`src/rtl/iodelay_tap_ctrl_if.sv`:
```
// Request/status bundle between calibration logic and the
// IODELAY tap sequencer.
interface iodelay_tap_ctrl_if #(
    parameter int TAP_W = 7
);
    logic             req_valid;
    logic             req_ready;
    logic             req_load;
    logic [TAP_W-1:0] req_tap;
    logic             done;
    logic             err_limit;
    logic [TAP_W-1:0] cur_tap;

    modport master (
        output req_valid, req_load, req_tap,
        input  req_ready, done, err_limit, cur_tap
    );

    modport slave (
        input  req_valid, req_load, req_tap,
        output req_ready, done, err_limit, cur_tap
    );
endinterface

```
`src/rtl/iodelay_tap_ctrl.sv`:
```
// Sequencer for one dynamic IOLOGIC delay: LOADN reloads and
// MOVE/DIRECTION stepping toward a target, with a shadow tap.
module iodelay_tap_ctrl #(
    parameter int TAP_W       = 7,
    parameter int MAX_TAP     = 127,
    parameter int DEFAULT_TAP = 0,
    parameter int MOVE_W      = 1,
    parameter int MOVE_GAP    = 4,
    parameter int LOAD_W      = 2
) (
    input  logic clk,
    input  logic rst_n,
    iodelay_tap_ctrl_if.slave bus,
    output logic dly_loadn,
    output logic dly_move,
    output logic dly_direction,
    input  logic dly_cflag
);
    typedef enum logic [2:0] {
        S_INIT_LOAD,
        S_INIT_GAP,
        S_IDLE,
        S_LOAD,
        S_SETDIR,
        S_PULSE,
        S_GAP,
        S_DONE
    } state_t;

    localparam logic [TAP_W-1:0] L_MAX = TAP_W'(MAX_TAP);
    localparam logic [TAP_W-1:0] L_DEF = TAP_W'(DEFAULT_TAP);
    localparam logic [7:0]       L_LW  = 8'(LOAD_W);
    localparam logic [7:0]       L_MW  = 8'(MOVE_W);
    localparam logic [7:0]       L_GAP = 8'(MOVE_GAP);

    state_t           r_state;
    logic [7:0]       r_cnt;
    logic [TAP_W-1:0] r_cur;
    logic [TAP_W-1:0] r_target;
    logic             r_abort;
    logic             r_ready;
    logic             r_done;
    logic             r_err;
    logic             r_loadn;
    logic             r_move;
    logic             r_dir;

    logic             w_accept;
    logic             w_clamp;
    logic [TAP_W-1:0] w_tgt;
    logic             w_hit;

    assign w_accept = bus.req_valid & r_ready;
    assign w_clamp  = bus.req_tap > L_MAX;
    assign w_tgt    = w_clamp ? L_MAX : bus.req_tap;
    assign w_hit    = r_abort | dly_cflag;

    assign bus.req_ready = r_ready;
    assign bus.done      = r_done;
    assign bus.err_limit = r_err;
    assign bus.cur_tap   = r_cur;
    assign dly_loadn     = r_loadn;
    assign dly_move      = r_move;
    assign dly_direction = r_dir;

    // Control FSM; every primitive pin and status bit is a flop here.
    always_ff @(posedge clk or negedge rst_n) begin
        if (!rst_n) begin
            r_state  <= S_INIT_LOAD;
            r_cnt    <= 8'd0;
            r_cur    <= L_DEF;
            r_target <= L_DEF;
            r_abort  <= 1'b0;
            r_ready  <= 1'b0;
            r_done   <= 1'b0;
            r_err    <= 1'b0;
            r_loadn  <= 1'b1;
            r_move   <= 1'b0;
            r_dir    <= 1'b0;
        end else begin
            r_done <= 1'b0;
            unique case (r_state)
                S_INIT_LOAD, S_LOAD: begin
                    if (r_cnt == L_LW) begin
                        r_loadn <= 1'b1;
                        r_cur   <= L_DEF;
                        r_cnt   <= 8'd1;
                        r_state <= (r_state == S_LOAD) ?
                                   S_GAP : S_INIT_GAP;
                    end else begin
                        r_loadn <= 1'b0;
                        r_cnt   <= r_cnt + 8'd1;
                    end
                end
                S_INIT_GAP: begin
                    if (r_cnt == L_GAP) begin
                        r_ready <= 1'b1;
                        r_state <= S_IDLE;
                    end else begin
                        r_cnt <= r_cnt + 8'd1;
                    end
                end
                S_IDLE: begin
                    if (w_accept) begin
                        r_ready <= 1'b0;
                        r_abort <= 1'b0;
                        if (bus.req_load) begin
                            r_err    <= 1'b0;
                            r_target <= L_DEF;
                            r_loadn  <= 1'b0;
                            r_cnt    <= 8'd1;
                            r_state  <= S_LOAD;
                        end else begin
                            r_err    <= w_clamp;
                            r_target <= w_tgt;
                            if (w_tgt == r_cur) begin
                                r_done  <= 1'b1;
                                r_state <= S_DONE;
                            end else begin
                                r_dir   <= w_tgt < r_cur;
                                r_state <= S_SETDIR;
                            end
                        end
                    end
                end
                S_SETDIR: begin
                    r_move  <= 1'b1;
                    r_cnt   <= 8'd1;
                    r_state <= S_PULSE;
                end
                S_PULSE: begin
                    if (dly_cflag) begin
                        r_err   <= 1'b1;
                        r_abort <= 1'b1;
                    end
                    if (r_cnt == L_MW) begin
                        r_move  <= 1'b0;
                        r_cnt   <= 8'd1;
                        r_state <= S_GAP;
                        if (!w_hit) begin
                            r_cur <= r_dir ? r_cur - TAP_W'(1)
                                           : r_cur + TAP_W'(1);
                        end
                    end else begin
                        r_cnt <= r_cnt + 8'd1;
                    end
                end
                S_GAP: begin
                    if (r_cnt != L_GAP) begin
                        r_cnt <= r_cnt + 8'd1;
                    end else if (r_abort || r_cur == r_target) begin
                        r_done  <= 1'b1;
                        r_state <= S_DONE;
                    end else begin
                        r_move  <= 1'b1;
                        r_cnt   <= 8'd1;
                        r_state <= S_PULSE;
                    end
                end
                S_DONE: begin
                    r_ready <= 1'b1;
                    r_state <= S_IDLE;
                end
                default: r_state <= S_INIT_LOAD;
            endcase
        end
    end
endmodule

```
`src/flat_wrapper.sv`:
```
// flat-port wrapper written by rule: the top's interface ports become plain ports
module iodelay_tap_ctrl_flat 
#(
    parameter int TAP_W       = 7,
    parameter int MAX_TAP     = 127,
    parameter int DEFAULT_TAP = 0,
    parameter int MOVE_W      = 1,
    parameter int MOVE_GAP    = 4,
    parameter int LOAD_W      = 2
)
  (clk, rst_n, dly_loadn, dly_move, dly_direction, dly_cflag, bus_req_valid, bus_req_load, bus_req_tap, bus_req_ready, bus_done, bus_err_limit, bus_cur_tap);
  iodelay_tap_ctrl_if #(.TAP_W(TAP_W)) bus_i ();
  input  logic clk;
  input  logic rst_n;
  output logic dly_loadn;
  output logic dly_move;
  output logic dly_direction;
  input  logic dly_cflag;
  input wire logic [$bits(bus_i.req_valid)-1:0] bus_req_valid;
  input wire logic [$bits(bus_i.req_load)-1:0] bus_req_load;
  input wire logic [$bits(bus_i.req_tap)-1:0] bus_req_tap;
  output wire logic [$bits(bus_i.req_ready)-1:0] bus_req_ready;
  output wire logic [$bits(bus_i.done)-1:0] bus_done;
  output wire logic [$bits(bus_i.err_limit)-1:0] bus_err_limit;
  output wire logic [$bits(bus_i.cur_tap)-1:0] bus_cur_tap;
  assign bus_i.req_valid = bus_req_valid;
  assign bus_i.req_load = bus_req_load;
  assign bus_i.req_tap = bus_req_tap;
  assign bus_req_ready = bus_i.req_ready;
  assign bus_done = bus_i.done;
  assign bus_err_limit = bus_i.err_limit;
  assign bus_cur_tap = bus_i.cur_tap;
  iodelay_tap_ctrl #(.TAP_W(TAP_W), .MAX_TAP(MAX_TAP), .DEFAULT_TAP(DEFAULT_TAP), .MOVE_W(MOVE_W), .MOVE_GAP(MOVE_GAP), .LOAD_W(LOAD_W)) u_core (.clk(clk), .rst_n(rst_n), .bus(bus_i), .dly_loadn(dly_loadn), .dly_move(dly_move), .dly_direction(dly_direction), .dly_cflag(dly_cflag));
endmodule
```
`config.mk`:
```
export PLATFORM = sky130hd
export DESIGN_NAME = iodelay_tap_ctrl_flat
export DESIGN_NICKNAME = d
export VERILOG_FILES = /design/src/rtl/iodelay_tap_ctrl_if.sv /design/src/rtl/iodelay_tap_ctrl.sv /design/src/flat_wrapper.sv
export SDC_FILE = /design/constraint.sdc
export NUM_CORES = 1
export LEC_CHECK = 0
export BUFFER_PORTS_ARGS = -buffer_cell sky130_fd_sc_hd__buf_2
export CORE_ASPECT_RATIO = 1.5
export CORE_MARGIN = 1
export CORE_UTILIZATION = 25
export DETAILED_ROUTE_END_ITERATION = 12
export GPL_TIMING_DRIVEN = 0
export HOLD_SLACK_MARGIN = 0.08
export PLACE_DENSITY = 0.39
export SYNTH_ARGS = -nofsm -noshare
export SYNTH_HDL_FRONTEND = slang
export SYNTH_SLANG_ARGS = --single-unit
```
`constraint.sdc`:
```
create_clock -name clk -period 2.9 [get_ports clk]
set_input_delay 0.87 -clock clk [delete_from_list [all_inputs] [get_ports clk]]
set_output_delay 0.87 -clock clk [all_outputs]
set_load 0.02 [all_outputs]
```
### After elaboration in Yosys (flattened, before gate mapping)

Cells that the tools add are included.

| word-level totals | value |
|---|---|
| bits in registers | 32 |

| cells by class | value |
|---|---|
| add/sub/neg operators | 3 |
| $lt $le $gt $ge | 2 |
| eq/ne operators | 24 |
| multiplexer cells | 47 |
| bitwise operators | 4 |
| reductions and logical operators | 18 |

Operators with widths:

| cell | count |
|---|---|
| $mux W8 | 7 |
| $pmux W8 S6 | 1 |
| $mux W7 | 6 |
| $mux W3 | 7 |
| $pmux W3 S7 | 1 |
| $mux W1 | 16 |
| $eq A7 B7 Y1 | 2 |
| $pmux W7 S2 | 1 |
| $eq A3 B3 Y1 const B | 4 |
| $ne A2 B2 Y1 const B | 6 |
| $reduce_and A4 Y1 | 3 |
| $reduce_and A5 Y1 | 2 |
| $reduce_and A3 Y1 | 3 |
| $add A8 B1 Y8 const B | 1 |
| $eq A8 B1 Y1 const B | 1 |
| $eq A8 B2 Y1 const B | 1 |
| $eq A8 B3 Y1 const B | 1 |
| $ne A2 B1 Y1 const B | 4 |
| $ne A8 B3 Y1 const B | 1 |
| $pmux W1 S2 | 4 |
| $add A7 B1 Y7 const B | 1 |
| $gt A7 B7 Y1 const B | 1 |
| $lt A7 B7 Y1 | 1 |
| $sub A7 B1 Y7 const B | 1 |
| 15 further kinds | 22 |

### Logic depth before layout (Yosys ltp)

Gate-level depths: netlist (run 1).

| depth | value |
|---|---|
| depth after elaboration | 7 |
| mapped depth | 8 |
| depth with buffers taken out | 8 |

### Least setup slack after synthesis (run 1)

Ideal clock, no wire load.

| path | value |
|---|---|
| path type | reg2reg |
| start | register u_core.r_cnt[5] |
| end | register u_core.r_cur[6] (netlist: u_core.bus.cur_tap[6]) |
| setup time | 124 ps |
| arrival time | 2,284 ps |
| path slack | 492 ps |
| cell stages (with the launch flop) | 6 |
| period minus slack after synthesis | 2,408 ps |
| cell sequence | dfrtp_1 or4_4 or4b_4 nor4_4 a21oi_2 a211o_1 |

| on the way | value |
|---|---|
| cells in the longest elaborated chain, start to end | 3 |
| elaborated cells between the ends (all ways) | 5 |
| classes of those cells | 4 x eq/ne; 1 x reduce/logical |

Ends and longest elaborated chain:

| item | line | source |
|---|---|---|
| from (decl) | iodelay_tap_ctrl.sv:37 | `logic [7:0] r_cnt;` |
| from (signal assigned) | iodelay_tap_ctrl.sv:92 | `r_cnt <= r_cnt + 8'd1;` |
| from (signal assigned) | iodelay_tap_ctrl.sv:100 | `r_cnt <= r_cnt + 8'd1;` |
| from (signal assigned) | iodelay_tap_ctrl.sv:145 | `r_cnt <= r_cnt + 8'd1;` |
| $eq A8 B1 Y1 / $eq A8 B2 Y1 (equally long branches) | iodelay_tap_ctrl.sv:136, iodelay_tap_ctrl.sv:84 |  |
| $ne A2 B1 Y1 (no source line) | n/a |  |
| $reduce_and A4 Y1 (no source line) (*) | n/a |  |
| to (signal assigned) | iodelay_tap_ctrl.sv:141 | `r_cur <= r_dir ? r_cur - TAP_W'(1)` |
| to (decl) | iodelay_tap_ctrl.sv:38 | `logic [TAP_W-1:0] r_cur;` |

Every way passes the cells marked *; elsewhere a longest branch is shown, timed or not.
A chain may end at the register's enable or synchronous reset.

### Worst setup path in the final report (run 1)

| path | value |
|---|---|
| start | register u_core.r_cnt[5] |
| end | register u_core.r_cnt[2] |

| on the way | value |
|---|---|
| cells in the longest elaborated chain, start to end | 3 |
| elaborated cells between the ends (all ways) | 11 |
| classes of those cells | 6 x eq/ne; 4 x mux; 1 x reduce/logical |

Ends and longest elaborated chain:

| item | line | source |
|---|---|---|
| $ne A8 B3 Y1 (tied with other cells) | iodelay_tap_ctrl.sv:149 | `if (r_cnt != L_GAP) begin` |
| $ne A3 B2 Y1 (no source line) (tied with other cells) | n/a |  |
| $reduce_and A5 Y1 (no source line) / $pmux W8 S6 (equally long branches) | n/a |  |

Parallel ways exist; a longest one is shown, timed or not.

==> impl_metrics.env, run 1 <==
export IMPL_outcome="complete, no violations"
export IMPL_viasPerCell=4.79
export IMPL_antenna_left=0
export IMPL_syn_area_per_cell_sq_um=8.65
export IMPL_setup_worst_path_class="flop to flop"
export IMPL_setup_violations=0
export IMPL_grt_max_degree=33
export IMPL_coreArea_sq_mm=0.00852
export IMPL_crit_path_end_kind="flop"
export IMPL_cts_tree="done"
export IMPL_hpwl_um=4540
export IMPL_ios=25
export IMPL_synth_nets=285
export IMPL_drt_iter0_drc=96
export IMPL_cpMaxStageDelayCell="or4_4"
export IMPL_rows=41
export IMPL_routed_wl_um=6130
export IMPL_arrival_ns=2.74
export IMPL_vdd_drop_max_uv=265
export IMPL_synth_area_leaders="dfrtp_1 (35%), ha_1 (9.0%), nand2_1 (5.9%)"
export IMPL_path_cells="or4_4 -> or4b_1 -> nand2_1 -> o311ai_2 -> nand3_1 -> o22ai_1"
export IMPL_grtUsageTotal_pct=14.5
export IMPL_overflow=0
export IMPL_clock_sinks=32
export IMPL_ys_ff_latch=32
export IMPL_area_growth_pct=19.2
export IMPL_gp_congestion=0.763
export IMPL_cts_root_buf="clkbuf_16"
export IMPL_synth_top_area_share_pct=35.0
export IMPL_synthCells=256
export IMPL_maxCapViolCount=0
export IMPL_die_h_um=117
export IMPL_insertion_delay_ns=0.28
export IMPL_period_share_pct=89.6
export IMPL_finish_net_count=317
export IMPL_io_buffers=24
export IMPL_fin_crit_ns=2.60
export IMPL_hold_viol_final=0
export IMPL_seq_area_frac_synth_pct=36.2
export IMPL_worstPathRequired_ns=3.04
export IMPL_diodes=0
export IMPL_rsz0062_at_grt="false"
export IMPL_wl_per_cell_um=15.5
export IMPL_cts_buffers=5
export IMPL_dieArea_sq_mm=0.00924
export IMPL_drcViolationCount=0
export IMPL_yosys_cell_types_count=47
export IMPL_synth_area_sq_mm=0.00221
export IMPL_crit_family="simple AND/OR/NAND/NOR gates"
export IMPL_fin_tns_setup_ns=0
export IMPL_cts_max_level=2
export IMPL_hold_class="flop to flop"
export IMPL_initial_core_util_pct=26.0
export IMPL_grt_pass1_vias=1852
export IMPL_power_density_mw_per_mm2=940
export IMPL_worstPathBufferInverterCount=0
export IMPL_synthTopCellsByCount="nand2_1 (35), dfrtp_1 (31), inv_1 (22)"
export IMPL_synth_edff_count=0
export IMPL_path_clk_slew_ns=0.06
export IMPL_drtPass1Iterations=4
export IMPL_fin_hold_ws_ns=0.483
export IMPL_finClkSkew_ns=0.00983
export IMPL_critPathMaxFanout=9
export IMPL_relSlewSlack_pct=19.3
export IMPL_leakage_nw=1.24
export IMPL_cts_path_max_buffers=2
export IMPL_synth_most_common_cell="nand2_1"
export IMPL_fmax_mhz=385
export IMPL_worst_pin_slew_ns=1.20
export IMPL_grt_pass1_wl_um=9900
export IMPL_cp_slowest_stage_delay_ns=0.60
export IMPL_antenna_found_initial=0
export IMPL_synth_ff_type="dfrtp_1"
export IMPL_startpoint_type="flop"
export IMPL_yosysTopAreaCell="dfrtp_1"
export IMPL_ys_async_sr_fraction_pct=100
export IMPL_synth_warnings=0
export IMPL_vias=1898
export IMPL_drv_slew=0
export IMPL_dieWidth_um=78.8
export IMPL_layout_drive_gt1_share_pct=14.9
area by class of cell:
cell class | instances | area (sq um)
fillers | 936 | 5880
multi-input cells | 188 | 1280
flip-flops and latches | 32 | 802
clock buffers | 8 | 156
well taps | 107 | 134
repair buffers | 25 | 128
inverters | 22 | 82.6
plain buffers | 14 | 52.6
per-stage QoR:
stage                     setup slack [ns]  utilization [%]  std cells  power, mW  cell area, sq um
after floorplan                      0.492                -        256       1.58              2210
after global placement              0.0750             29.0        387       1.93              2470
after detailed placement            0.0819             29.0        387       1.93              2470
after CTS                           0.0738             30.8        395       2.51              2620
after global routing                 0.147             31.0        396       2.70              2640
final                                0.301             31.0        396       2.48              2640
state kept, by name, summed over array words and instances, names as in the netlist, 3 cells and up:
signal	flops
u_core.r_state	3
u_core.bus.cur_tap	7
u_core.r_target	7
u_core.r_cnt	8
layout by cell type, fill, tap and decap left out, types with 6 or more instances in the layout:
cell / netlist / final
nand2_1: 35 / 35
dfrtp_1: 31 / 31
buf_2: 0 / 24
inv_1: 22 / 22
a21oi_1: 19 / 19
ha_1: 16 / 16
clkbuf_1: 13 / 14
o21ai_0: 13 / 13
xor2_1: 11 / 11
nor2_1: 8 / 8
nand3_1: 8 / 8
o22ai_1: 7 / 7
nand3b_1: 6 / 6
report_power, final:
group | total (mW) | switching [mW] | leakage [nW] | internal, mW
sequential | 0.717 | 0.140 | 0.414 | 0.577
combinational | 1.19 | 0.740 | 0.750 | 0.454
clock | 0.568 | 0.203 | 0.0772 | 0.366
logic make-up after synthesis:
| group | synth area share (%) |
|---|---|
| adders and majority gates | 9.95 |
| AOI/OAI and AO/OA | 20.5 |
| muxes | 1.02 |
| DFF | 36.2 |
| and+or+nand+nor | 21.1 |
| xor gates and xnor gates | 5.14 |
| buffers and inverters | 6.11 |
path summary, 6_finish.rpt:
kind,start,to,slack (ns),cells past startpoint
worst max-delay path,u_core.r_cnt[5],u_core.r_cnt[2],0.30,6
worst min-delay path,u_core.r_target[6],u_core.r_target[6],0.48,2
worst max register to register,u_core.r_cnt[5],u_core.r_cnt[2],0.30,6
worst min register to register,u_core.r_target[6],u_core.r_target[6],0.48,2
max in group asynchronous,rst_n,u_core.bus.cur_tap[6],1.73,1
min in group asynchronous,rst_n,u_core.bus.cur_tap[2],0.67,1
worst reg2reg max path: stages, from the launching register on:
cell      delay, ns
dfrtp_1        0.44
or4_4          0.60
or4b_1         0.59
nand2_1        0.13
o311ai_2       0.25
nand3_1        0.33
o22ai_1        0.14
routing by layer:
metal | GRT usage, % | wire (um) | up-vias
li1 | - | - | 967
met1 | 16.4 | 2590 | 889
met2 | 26.8 | 3300 | 35
met3 | 2.79 | 156 | 7
met4 | 5.09 | 91 | 0
met5 | 0 | 0 | -
repair_timing:
item | 4_1_cts | 5_1_grt
hold buffers | 0 | 0
buffers inserted | 0 | 1
setup endpoints to repair | 0 | 8
gates resized for setup | 0 | 1
Note: power is estimated with default switching activity, not from simulation.
==> run 2: changes to the inputs <==
Settings changed: ABC_CLOCK_PERIOD_IN_PS set to 2900, REMOVE_ABC_BUFFERS set to 1.
==> run 2 against run 1 <==
Flip-flop and latch count is the same. First-iteration DRC count fell by 27%. Final cell count decreased by 3.3%. Setup slack improved by 0.014 ns. Fmax increased by 0.52%. Hold slack about the same. Clock power shrank 5.1%. Utilization down 0.62 points. Cell area shrank 2.0%. Combinational power down 8%. Critical path type unchanged. Critical endpoint is now u_core.r_cnt[6].
==> impl_metrics.env, run 2 (synthesis results as in run 1) <==
export IMPL_outcome="complete, no violations"
export IMPL_die_h_um=117
export IMPL_insertion_delay_ns=0.28
export IMPL_area_growth_pct=16.8
export IMPL_fmax_mhz=387
export IMPL_gp_congestion=0.762
export IMPL_dieArea_sq_mm=0.00924
export IMPL_diodes=0
export IMPL_dieWidth_um=78.8
export IMPL_arrival_ns=2.74
export IMPL_period_share_pct=89.1
export IMPL_routed_wl_um=5950
export IMPL_coreArea_sq_mm=0.00852
export IMPL_path_clk_slew_ns=0.06
export IMPL_p_int_mw=1.35
export IMPL_finClkSkew_ns=0.00804
export IMPL_clock_sinks=32
export IMPL_vdd_drop_max_uv=394
export IMPL_grt_pass1_vias=1907
export IMPL_drt_iter0_drc=70
export IMPL_power_frac_clock_pct=22.2
export IMPL_wl_per_cell_um=15.5
export IMPL_startpoint_type="flop"
export IMPL_seq_power_share_pct=32.8
export IMPL_cts_path_max_buffers=2
export IMPL_drtPass1Iterations=4
export IMPL_setup_worst_path_class="flop to flop"
export IMPL_hold_path_depth=2
export IMPL_grt_max_degree=33
export IMPL_overflow=0
export IMPL_setup_violations=0
export IMPL_leakage_nw=1.23
export IMPL_hpwl_um=4500
export IMPL_antenna_found_initial=0
export IMPL_worstPathRequired_ns=3.05
export IMPL_dp_cells=373
export IMPL_largest_reg_flops=8
export IMPL_power_density_mw_per_mm2=937
export IMPL_maxCapViolCount=0
export IMPL_drv_slew=0
export IMPL_regMostFlops="u_core.r_cnt"
export IMPL_rows=41
export IMPL_cts_root_buf="clkbuf_16"
export IMPL_grt_pass1_wl_um=9830
export IMPL_viasPerCell=4.86
export IMPL_cts_max_level=2
export IMPL_io_buffers=24
export IMPL_hold_class="flop to flop"
export IMPL_final_common_cell="nand2_1"
export IMPL_power_share_combinational_pct=45.0
export IMPL_most_common_layout_cells="nand2_1 (35), dfrtp_1 (31), buf_2 (24)"
export IMPL_postCtsHoldBufs=0
export IMPL_layout_drive_gt1_share_pct=16.3
export IMPL_rsz0062_at_grt="false"
export IMPL_cts_buffers=5
export IMPL_relSlewSlack_pct=36.2
export IMPL_antenna_left=0
export IMPL_reg2regPathDepth=6
export IMPL_grtUsageTotal_pct=14.2
export IMPL_drcViolationCount=0
export IMPL_worst_pin_slew_ns=0.950
export IMPL_crit_path_end_kind="flop"
export IMPL_ios=25
export IMPL_cts_tree="done"
export IMPL_hold_viol_final=0
export IMPL_initial_core_util_pct=26.0
export IMPL_fin_crit_ns=2.58
export IMPL_finish_net_count=304
export IMPL_p_switching_mw=1.07
export IMPL_vias=1862
export IMPL_final_cells=383
export IMPL_critPathMaxFanout=9
export IMPL_fin_tns_setup_ns=0
export IMPL_swShare_pct=44.1
-- run 2: cell count changes in the layout (fill, tap and decap cells not counted) --
cell,change
buf_4,+1
clkinv_2,+2
clkbuf_1,-14
buf_1,-1
clkbuf_8,-1
-- run 2: area by class of cell --
cell class,instances,area [sq um]
repair buffers,26,135
inverters,22,82.6
well taps,107,134
flip-flops and latches,32,802
clock buffers,6,139
fillers,945,5930
multi-input cells,188,1280
clock inverters,2,10.0
-- run 2: worst max-delay path: stages (launching register included) --
cell and delay [ns]:
dfrtp_1 0.43, or4_4 0.59, or4b_1 0.58, nand2_1 0.13
o311ai_2 0.24, nand3_1 0.35, o22ai_1 0.14
-- run 2: layer usage --
metal  global-route usage (%)  up-vias  part of all wire [%]
met1                     15.0      891                    40
met5                        0        -                     0
li1                         -      940                     -
met3                     2.02        5                   2.6
met2                     28.8       26                    56
met4                     3.64        0                   1.0
-- run 2: repair_timing --
| action | in CTS | in global routing |
|---|---|---|
| resized for setup | 0 | 1 |
| setup endpoints to repair | 0 | 12 |
| setup buffers | 0 | 2 |
-- run 2: per-stage QoR --
stage          power, mW  setup WS (ns)  hold slack (ns)  util [%]  area [sq um]
2_1_floorplan       1.55          0.492            0.458         -          2160
3_3_place_gp        1.90         0.0497            0.474      28.4          2410
3_5_place_dp        1.90         0.0311            0.477      28.4          2410
4_1_cts             2.45         0.0246            0.489      30.1          2560
5_1_grt             2.65          0.170            0.509      30.4          2590
6_report            2.42          0.315            0.483      30.4          2590
-- run 2: final timing paths --
path / to / startpoint / slack (ns)
max: u_core.r_cnt[6] / u_core.r_cnt[5] / 0.32
min in group asynchronous: u_core.bus.cur_tap[3] / rst_n / 0.68
min reg2reg: u_core.r_target[1] / u_core.r_target[1] / 0.48
max reg2reg: u_core.r_cnt[6] / u_core.r_cnt[5] / 0.32
min: u_core.r_target[1] / u_core.r_target[1] / 0.48
max in group asynchronous: u_core.r_target[5] / rst_n / 1.73
-- run 2: power groups by stage --
stage | sequential, mW | clock (mW) | combinational [mW]
floorplan | 0.798 | 0 | 0.753
global placement | 0.805 | 0 | 1.10
detailed placement | 0.803 | 0 | 1.10
CTS | 0.796 | 0.557 | 1.10
global route | 0.829 | 0.580 | 1.24
finish | 0.796 | 0.539 | 1.09
